`config.mk`:
```
export PLATFORM = sky130hd
export DESIGN_NAME = fetch_queue
export DESIGN_NICKNAME = d
export VERILOG_FILES = /design/src/rtl/fetch_queue_pkg.sv /design/src/rtl/fetch_queue_fifo.sv /design/src/rtl/fetch_queue.sv
export SDC_FILE = /design/constraint.sdc
export NUM_CORES = 1
export LEC_CHECK = 0
export ABC_AREA = 1
export BUFFER_PORTS_ARGS = -buffer_cell sky130_fd_sc_hd__clkbuf_2
export CELL_PAD_IN_SITES_DETAIL_PLACEMENT = 0
export CELL_PAD_IN_SITES_GLOBAL_PLACEMENT = 1
export CORE_MARGIN = 1
export CORE_UTILIZATION = 47
export CTS_BUF_LIST = sky130_fd_sc_hd__clkbuf_8
export DETAILED_ROUTE_END_ITERATION = 6
export GPL_TIMING_DRIVEN = 0
export PLACE_DENSITY = 0.94
export SLEW_MARGIN = 20
export SYNTH_ARGS = -nofsm -noshare
export SYNTH_HDL_FRONTEND = slang
export SYNTH_SLANG_ARGS = --single-unit
```
`constraint.sdc`:
```
create_clock -name Clk -period 4.6 [get_ports Clk]
set_input_delay 0.23 -clock Clk [delete_from_list [all_inputs] [get_ports Clk]]
set_output_delay 0.23 -clock Clk [all_outputs]
set_load 0.02 [all_outputs]
```
`src/rtl/fetch_queue_pkg.sv`:
```
// rtl/fetch_queue_pkg.sv - shared exception codes, NOP and fetch-entry layout for fetch_queue
package fetch_queue_pkg;

    localparam logic [4:0]  EXC_NONE = 5'd0;
    localparam logic [4:0]  EXC_ADEL = 5'd4;
    localparam logic [31:0] NOP      = 32'h0;

    localparam int INSTR_W = 32;
    localparam int PC_W    = 32;
    localparam int EXC_W   = 5;
    localparam int ENTRY_W = INSTR_W + PC_W + EXC_W;

    typedef struct packed {
        logic [INSTR_W-1:0] instr;
        logic [PC_W-1:0]    pc4;
        logic [EXC_W-1:0]   exc;
    } fetch_entry_t;

endpackage

```
`src/rtl/fetch_queue_fifo.sv`:
```
// rtl/fetch_queue_fifo.sv - DEPTH-entry circular FIFO with push, pop, flush and occupancy count
module fetch_fifo
    import fetch_queue_pkg::*;
#(
    parameter int DEPTH = 4,
    parameter int W     = ENTRY_W
) (
    input  logic                       Clk,
    input  logic                       Reset,
    input  logic                       i_push,
    input  logic                       i_pop,
    input  logic                       i_flush,
    input  logic [W-1:0]               i_data,
    output logic [W-1:0]               o_data,
    output logic                       o_empty,
    output logic                       o_full,
    output logic [$clog2(DEPTH+1)-1:0] o_count
);

    localparam int PTR_W = (DEPTH > 1) ? $clog2(DEPTH) : 1;
    localparam int CNT_W = $clog2(DEPTH+1);

    logic [W-1:0]     r_mem [DEPTH];
    logic [PTR_W-1:0] r_rd_ptr;
    logic [PTR_W-1:0] r_wr_ptr;
    logic [CNT_W-1:0] r_count;

    logic w_pop;
    logic w_push;

    assign o_empty = (r_count == '0);
    assign o_full  = (r_count == CNT_W'(DEPTH));
    assign o_count = r_count;
    assign o_data  = r_mem[r_rd_ptr];

    // A full queue still takes a push when the head leaves in the same cycle.
    assign w_pop  = i_pop & ~o_empty;
    assign w_push = i_push & (~o_full | w_pop);

    function automatic logic [PTR_W-1:0] ptr_next(input logic [PTR_W-1:0] p);
        return (p == PTR_W'(DEPTH-1)) ? '0 : p + PTR_W'(1);
    endfunction

    always_ff @(posedge Clk) begin
        if (Reset || i_flush) begin
            r_rd_ptr <= '0;
            r_wr_ptr <= '0;
            r_count  <= '0;
        end else begin
            if (w_push) r_wr_ptr <= ptr_next(r_wr_ptr);
            if (w_pop)  r_rd_ptr <= ptr_next(r_rd_ptr);
            r_count <= r_count + CNT_W'(w_push) - CNT_W'(w_pop);
        end
    end

    always_ff @(posedge Clk) begin
        if (w_push && !i_flush) r_mem[r_wr_ptr] <= i_data;
    end

endmodule

```
`src/rtl/fetch_queue.sv`:
```
// rtl/fetch_queue.sv - prefetch-queue fetch stage feeding D; FETCH_ADEL_EN enables fetch address-error entries
module fetch_queue
    import fetch_queue_pkg::*;
#(
    parameter int          DEPTH        = 4,
    parameter int          IADDR_W      = 12,
    parameter logic [31:0] RESET_PC     = 32'h0000_3000,
    parameter logic [31:0] HANDLER_ADDR = 32'h0000_4180
) (
    input  logic                       Clk,
    input  logic                       Reset,
    input  logic                       StallD,
    input  logic                       exp_in,
    input  logic                       EretD,
    input  logic [31:0]                EPC,
    input  logic                       BrValid,
    input  logic [31:0]                BrTarget,
    output logic [IADDR_W-1:0]         IAddr,
    input  logic [31:0]                IData,
    output logic [31:0]                IRD,
    output logic [31:0]                PC4D,
    output logic [6:2]                 ExcCodeD,
    output logic                       bdD,
    output logic                       ValidD,
    output logic [$clog2(DEPTH+1)-1:0] QCount
);

    logic [31:0] r_pc;
    logic [31:0] r_ird;
    logic [31:0] r_pc4d;
    logic [4:0]  r_exc;
    logic        r_bd;
    logic        r_valid;

    logic [31:0]  w_off;
    logic [31:0]  w_instr;
    logic [4:0]   w_exc;
    fetch_entry_t w_fetch;
    fetch_entry_t w_head;
    fetch_entry_t w_dslot;
    logic         w_empty;
    logic         w_full;
    logic         w_eret;
    logic         w_br;
    logic         w_flush;
    logic         w_load;
    logic         w_fetch_valid;
    logic         w_push;
    logic         w_pop;

    assign w_off = r_pc - RESET_PC;
    assign IAddr = w_off[IADDR_W+1:2];

`ifdef FETCH_ADEL_EN
    localparam logic [32:0] IM_BYTES = 33'(4) << IADDR_W;
    logic w_bad;
    assign w_bad   = (r_pc[1:0] != 2'b00) || ({1'b0, w_off} >= IM_BYTES);
    assign w_instr = w_bad ? NOP : IData;
    assign w_exc   = w_bad ? EXC_ADEL : EXC_NONE;
`else
    logic w_unused_off;
    assign w_unused_off = ^{w_off[31:IADDR_W+2], w_off[1:0]};
    assign w_instr      = IData;
    assign w_exc        = EXC_NONE;
`endif

    assign w_fetch = '{instr: w_instr, pc4: r_pc + 32'd4, exc: w_exc};

    assign w_eret  = EretD & ~StallD;
    assign w_br    = BrValid & ~StallD;
    assign w_flush = exp_in | w_eret | w_br;
    assign w_load  = ~StallD;

    // With an empty queue the current fetch goes straight into D instead of being queued.
    assign w_dslot       = w_empty ? w_fetch : w_head;
    assign w_fetch_valid = ~w_full | w_load;
    assign w_pop         = w_load & ~w_empty;
    assign w_push        = w_fetch_valid & ~(w_empty & w_load) & ~w_flush;

    fetch_fifo #(
        .DEPTH (DEPTH),
        .W     (ENTRY_W)
    ) u_fifo (
        .Clk     (Clk),
        .Reset   (Reset),
        .i_push  (w_push),
        .i_pop   (w_pop),
        .i_flush (w_flush),
        .i_data  (w_fetch),
        .o_data  (w_head),
        .o_empty (w_empty),
        .o_full  (w_full),
        .o_count (QCount)
    );

    always_ff @(posedge Clk) begin
        if (Reset)              r_pc <= RESET_PC;
        else if (exp_in)        r_pc <= HANDLER_ADDR;
        else if (w_eret)        r_pc <= EPC;
        else if (w_br)          r_pc <= BrTarget;
        else if (w_fetch_valid) r_pc <= r_pc + 32'd4;
    end

    // A taken branch still loads D normally: that instruction is its delay slot.
    always_ff @(posedge Clk) begin
        if (Reset || exp_in) begin
            r_ird   <= '0;
            r_pc4d  <= '0;
            r_exc   <= EXC_NONE;
            r_bd    <= 1'b0;
            r_valid <= 1'b0;
        end else if (w_eret) begin
            r_ird   <= '0;
            r_pc4d  <= EPC + 32'd4;
            r_exc   <= EXC_NONE;
            r_bd    <= 1'b0;
            r_valid <= 1'b0;
        end else if (w_load) begin
            r_ird   <= w_dslot.instr;
            r_pc4d  <= w_dslot.pc4;
            r_exc   <= w_dslot.exc;
            r_bd    <= BrValid;
            r_valid <= 1'b1;
        end
    end

    assign IRD      = r_ird;
    assign PC4D     = r_pc4d;
    assign ExcCodeD = r_exc;
    assign bdD      = r_bd;
    assign ValidD   = r_valid;

endmodule

```
Word-level counts from Yosys, hierarchy flattened
Memories as Yosys holds them, arrays and structs flattened. A register that Yosys moved wholly into a read port is not among the register bits.
Index checks and enable logic that the tools add are counted.
{ "word_totals": {"register_bits": 110, "ramBits": 256, "inputBits": 102, "elab_cells": 61, "n_memories": 1} }
{ "memory_table": {"columns": ["memory", "depth", "width", "read_ports", "rd_ports_with_merged_regs", "wr", "line", "source"], "rows": [
  ["u_fifo.r_mem", 4, 64, 1, 1, 1, "fetch_queue_fifo.sv:23", "logic [W-1:0] r_mem [DEPTH];"]
]} }
{ "classes": {"addsub": 7, "n_eq_ne": 4, "n_mux": 13, "bitwise_logic": 17, "reduce_logical": 9} }
{ "op_table": {"columns": ["op", "count"], "rows": [
  ["$mux W32", 5],
  ["$mux W69", 1],
  ["$add A32 B3 Y32 const B", 2],
  ["$mux W15", 1],
  ["$sub A14 B14 Y14 const B", 1],
  ["$and A1 B1 Y1", 8],
  ["$mux W2", 4],
  ["$not A1 Y1", 5],
  ["$add A2 B1 Y2 const B", 2],
  ["$eq A2 B2 Y1 const B", 2],
  ["$or A1 B1 Y1", 4],
  ["$reduce_bool A4 Y1", 1],
  ["$reduce_or A2 Y1", 2],
  ["$add A3 B1 Y3", 1],
  ["$eq A3 B3 Y1 const B", 1],
  ["$logic_not A3 Y1", 1],
  ["$reduce_bool A3 Y1", 1],
  ["$sub A3 B1 Y3", 1],
  ["$logic_or A1 B1 Y1", 2],
  ["$mux W1", 2],
  ["$ne A2 B1 Y1 const B", 1],
  ["$logic_and A1 B1 Y1", 1],
  ["$logic_not A1 Y1", 1]
]} }

Longest topological paths before layout
{ "depth": {"ltp_word": 10, "depth_mapped": 12} }

By module
Synthesis repeated with hierarchy kept, for this count alone.
{ "unflattened": {"cells_unflattened": 2013, "area_unflattened_um2": 17953.5} }
{ "modules_own_cells": {"columns": ["module", "instances", "cells_each", "area_per_inst_um2"], "rows": [
  ["fetch_fifo", 1, 740, 10751.6],
  ["fetch_queue", 1, 1273, 7201.9]
]} }

Least setup slack after synthesis
OpenSTA, ideal clock, no wires.
{ "synth_timing": {"path_type": "reg-to-reg", "start": "register u_fifo.r_count[1] (netlist: u_fifo.o_count[1])", "end": "memory u_fifo.r_mem[0][0] in the netlist's numbering, enable pin", "setup_time_ns": 0.487, "arrival_time_ns": 3.868, "t_required_ns": 4.113, "setup_slack_ns": 0.245, "stages_incl_launch_ff": 7, "period_less_slack_ns": 4.355, "path_cell_list": "dfxtp_1 > nor2_1 > nand2_1 > nor2_4 > nor2_2 > nand3_2 > nor2_1"} }
{ "synth_between": {"elab_chain_cells": 9} }
{ "synth_rtl": {"columns": ["element", "line", "source"], "rows": [
  ["start, declared", "fetch_queue_fifo.sv:26", "logic [CNT_W-1:0] r_count;"],
  ["start signal, assigned", "fetch_queue_fifo.sv:52", "r_count <= r_count + CNT_W'(w_push) - CNT_W'(w_pop);"],
  ["$eq A3 B3 Y1 or $logic_not A3 Y1 (tied branches)", "fetch_queue_fifo.sv:32, fetch_queue_fifo.sv:31", null],
  ["$not A1 Y1 (tied with other cells)", "fetch_queue_fifo.sv:38, fetch_queue.sv:76", null],
  ["$or A1 B1 Y1 (tied with other cells)", "fetch_queue.sv:76", "assign w_fetch_valid = ~w_full | w_load;"],
  ["$and A1 B1 Y1, on equally long branches", "fetch_queue.sv:78, fetch_queue_fifo.sv:37", null],
  ["$and A1 B1 Y1 or $or A1 B1 Y1 (tied branches)", "fetch_queue.sv:78, fetch_queue_fifo.sv:38", null],
  ["$and A1 B1 Y1 (*)", "fetch_queue_fifo.sv:38", "assign w_push = i_push & (~o_full | w_pop);"],
  ["$logic_and A1 B1 Y1 (*)", "fetch_queue_fifo.sv:57", "if (w_push && !i_flush) r_mem[r_wr_ptr] <= i_data;"],
  ["$mux W1 (*)", "fetch_queue_fifo.sv:57", null],
  ["$mux W1 (implied by the code) (*)", "fetch_queue_fifo.sv:57", null],
  ["end, declared", "fetch_queue_fifo.sv:23", null]
]} }
Mark *: on every way between the ends. The rest lies on a longest branch, timed or not.

Final worst setup path
{ "layout_timing": {"start": "register u_fifo.r_count[1] (netlist: u_fifo.o_count[1])", "end": "memory u_fifo.r_mem[3][7] in the netlist's numbering, enable pin"} }
The elaborated chain is that of the path after synthesis.

==> out/results.ini <==
[floorplanning]
dieHeight_um = 191
ios = 188
die_area_mm2 = 0.0363
die_width_um = 191
rows = 68
initial_utilization_pct = 48.1
core_mm2 = 0.0348

[yosys]
synthArstFlopShare_pct = 0
ys_warn_count = 0
netlist_instances = 1790
synth_edf_count = 256
synth_common_cells = nand2_1 (362), edfxtp_1 (256), nor2_1 (255)
synth.most_common_cell = nand2_1
synth_area_leaders = edfxtp_1 (46%), dfxtp_1 (13%), nand2_1 (8.1%)
synth_cell_types = 46
synth_area_mm2 = 0.0167
yosys_most_used_dff = edfxtp_1
ys_seq_area_share_pct = 58.8
yosys_register_bits = 363
synth_top_area_share_pct = 46.0
syn_area_per_cell_um2 = 9.34
synth_top_cell_by_area = edfxtp_1

[clock_tree]
clk_pin_slew_worst_paths_ns = 0.06
cts_max_path_buffers = 3
clock_latency_ns = 0.60
root_buffer = clkbuf_8
htreeDepth = 2
clkSinkCount = 363
post-cts-setup-buffers = 0
cts_tree = yes
cts-hold-fix-buffers = 45
cts-buffers-inserted = 55
cts_resized = 0

[drt]
wl_per_cell_um = 21.2
dr.pass1.iters = 7
num_vias = 14401
drt_wl_total_um = 54900
drc_errors = 0
drtIter0Drc = 1301
antenna_left = 0
routed_via_density = 5.56

[global_routing]
grt_pass1_vias = 13794
grt_usage_pct = 30.1
antenna_found_initial = 0
grt_start_max_net_pins = 25
grt_pass1_wl_um = 81500
overflow = 0

[sta]
rsz0062_at_grt = no
fmax_mhz = 318
drv_slew = 0
hold_slack_ns = 0.00733
worst_slack_ns = 1.45
fin_setup_tns_ns = 0
hold_viol_final = 0
period_share_pct = 68.4
max-slew-margin-rel_pct = 27.3
fin_skew_ns = 0.0262
setup_viol = 0
fin_crit_ns = 3.15
worstMarginPinSlew_ns = 1.09

[placed_design]
dp_hpwl_um = 40200
placed_area_mm2 = 0.0185
place_congestion = 0.955
place_ws_ns = 1.52
portBuffers = 181

[critical_path]
cp_data_arrival_time_ns = 3.44
path_buf_inv = 2
path_delay_family = simple AND/OR/NAND/NOR gates
crit_path_end_kind = flip-flop
worstPathCellList = nor2_1 -> nand2_1 -> nor2_4 -> nor2_2 -> nand3_2 -> nor2_4 -> buf_12 -> buf_12
cp_max_fo = 23
slowest_delay_ns = 0.77
crit_required_ns = 4.90
startpoint_type = flip-flop
critPathKind = reg2reg
crit_slowest_cell = nor2_4

[power]
swShare_pct = 25.2
leakage_nw = 7.70
clkPwrFrac_pct = 38.1
p_int_mw = 5.08
powerDensity_mw_per_mm2 = 339
total_power_mw = 6.79
comb_power_share_pct = 8.8
ir_drop_v = 0.000221
p_seq_share_pct = 53.1
switchingPower_mw = 1.71

[job]
maxCapViolCount = 0

[cells_and_area]
diodes = 0
multi_input_area_mm2 = 0.00601
drive_gt1_share_pct = 18.1
final_area_mm2 = 0.0200
fill_cells = 3032
area.sequential_mm2 = 0.00983
areaGrowthSynthToFinish_pct = 19.8
fin_nets = 2201

[worst_hold_path]
hp-class = in2reg

[outcome]
status = completed

==> state kept, by name, indices dropped and copies added (netlist names), named ones only <==
signal           count
u_fifo.r_wr_ptr      2
u_fifo.r_rd_ptr      2
ValidD               1
u_fifo.o_count       3
r_pc                30
bdD                  1
u_fifo.r_mem       256
IRD                 32
PC4D                32
==> worst min-delay path, cell delays in order <==
cell and delay (ns):
clkbuf_2 0.08, o211ai_1 0.11, a21oi_1 0.14
==> metal layers <==
| layer | up-vias | global-route usage [%] | wire, um |
|---|---|---|---|
| li1 | 6775 | - | - |
| met1 | 6761 | 40.1 | 22400 |
| met2 | 760 | 49.9 | 26100 |
| met3 | 105 | 4.36 | 4500 |
| met4 | 0 | 11.0 | 1870 |
| met5 | - | 0 | 0 |
==> cells by family after synthesis <==
| logic type | share of synthesized area (%) |
|---|---|
| buffers and inverters | 5.59 |
| flip-flops | 58.8 |
| adder cells (fa/ha/maj) | 0.868 |
| AND/OR/NAND/NOR | 18.6 |
| other | 0.0224 |
| AO/OA/AOI/OAI | 15.0 |
| XOR/XNOR | 1.20 |
==> final timing paths <==
| check | from | cells after the start | endpoint | slack [ns] |
|---|---|---|---|---|
| worst min register to register | IRD[25] | 2 | IRD[25] | 0.49 |
| worst max register to register | u_fifo.o_count[1] | 8 | u_fifo.r_mem[3][7] | 1.45 |
| worst min-delay path | BrTarget[6] | 3 | r_pc[6] | 0.007 |
| worst max-delay path | u_fifo.o_count[1] | 8 | u_fifo.r_mem[3][7] | 1.45 |
==> layout by cell type, fill, tap and decap left out, drive strengths merged, types with 25 or more instances in the layout <==
cell type,count
dfxtp,107
nor2,276
o211ai,25
o22ai,43
nand3,57
dlygate4sd3,45
o21ai,230
a21oi,85
clkinv,27
inv,121
edfxtp,256
a31oi,42
buf,73
nand2,368
clkbuf,281
==> through the flow <==
stage,utilization [%],std cells
detailed placement,53.2,2441
finish,57.6,2589
global placement,52.3,2430
floorplan,-,1794
CTS,57.6,2589
global route,57.6,2589
==> power by group through the flow <==
stage	sequential (mW)	clock (mW)	combinational, mW
final	3.61	2.59	0.600
after global routing	3.61	2.76	0.648
after CTS	3.60	2.61	0.590
after detailed placement	3.67	0	0.557
after global placement	3.68	0	0.535
after floorplan	3.69	0	0.284
==> cell type report <==
cell class	count	share of cell area, %
Sequential cell	363	49.1
Multi-Input combinational cell	1220	30.0
Timing Repair Buffer	237	8.10
Clock buffer	56	3.85
Tap cell	455	2.84
Buffer	106	2.70
Inverter	105	1.97
Clock inverter	47	1.48
(Power assumes the default switching activity.)
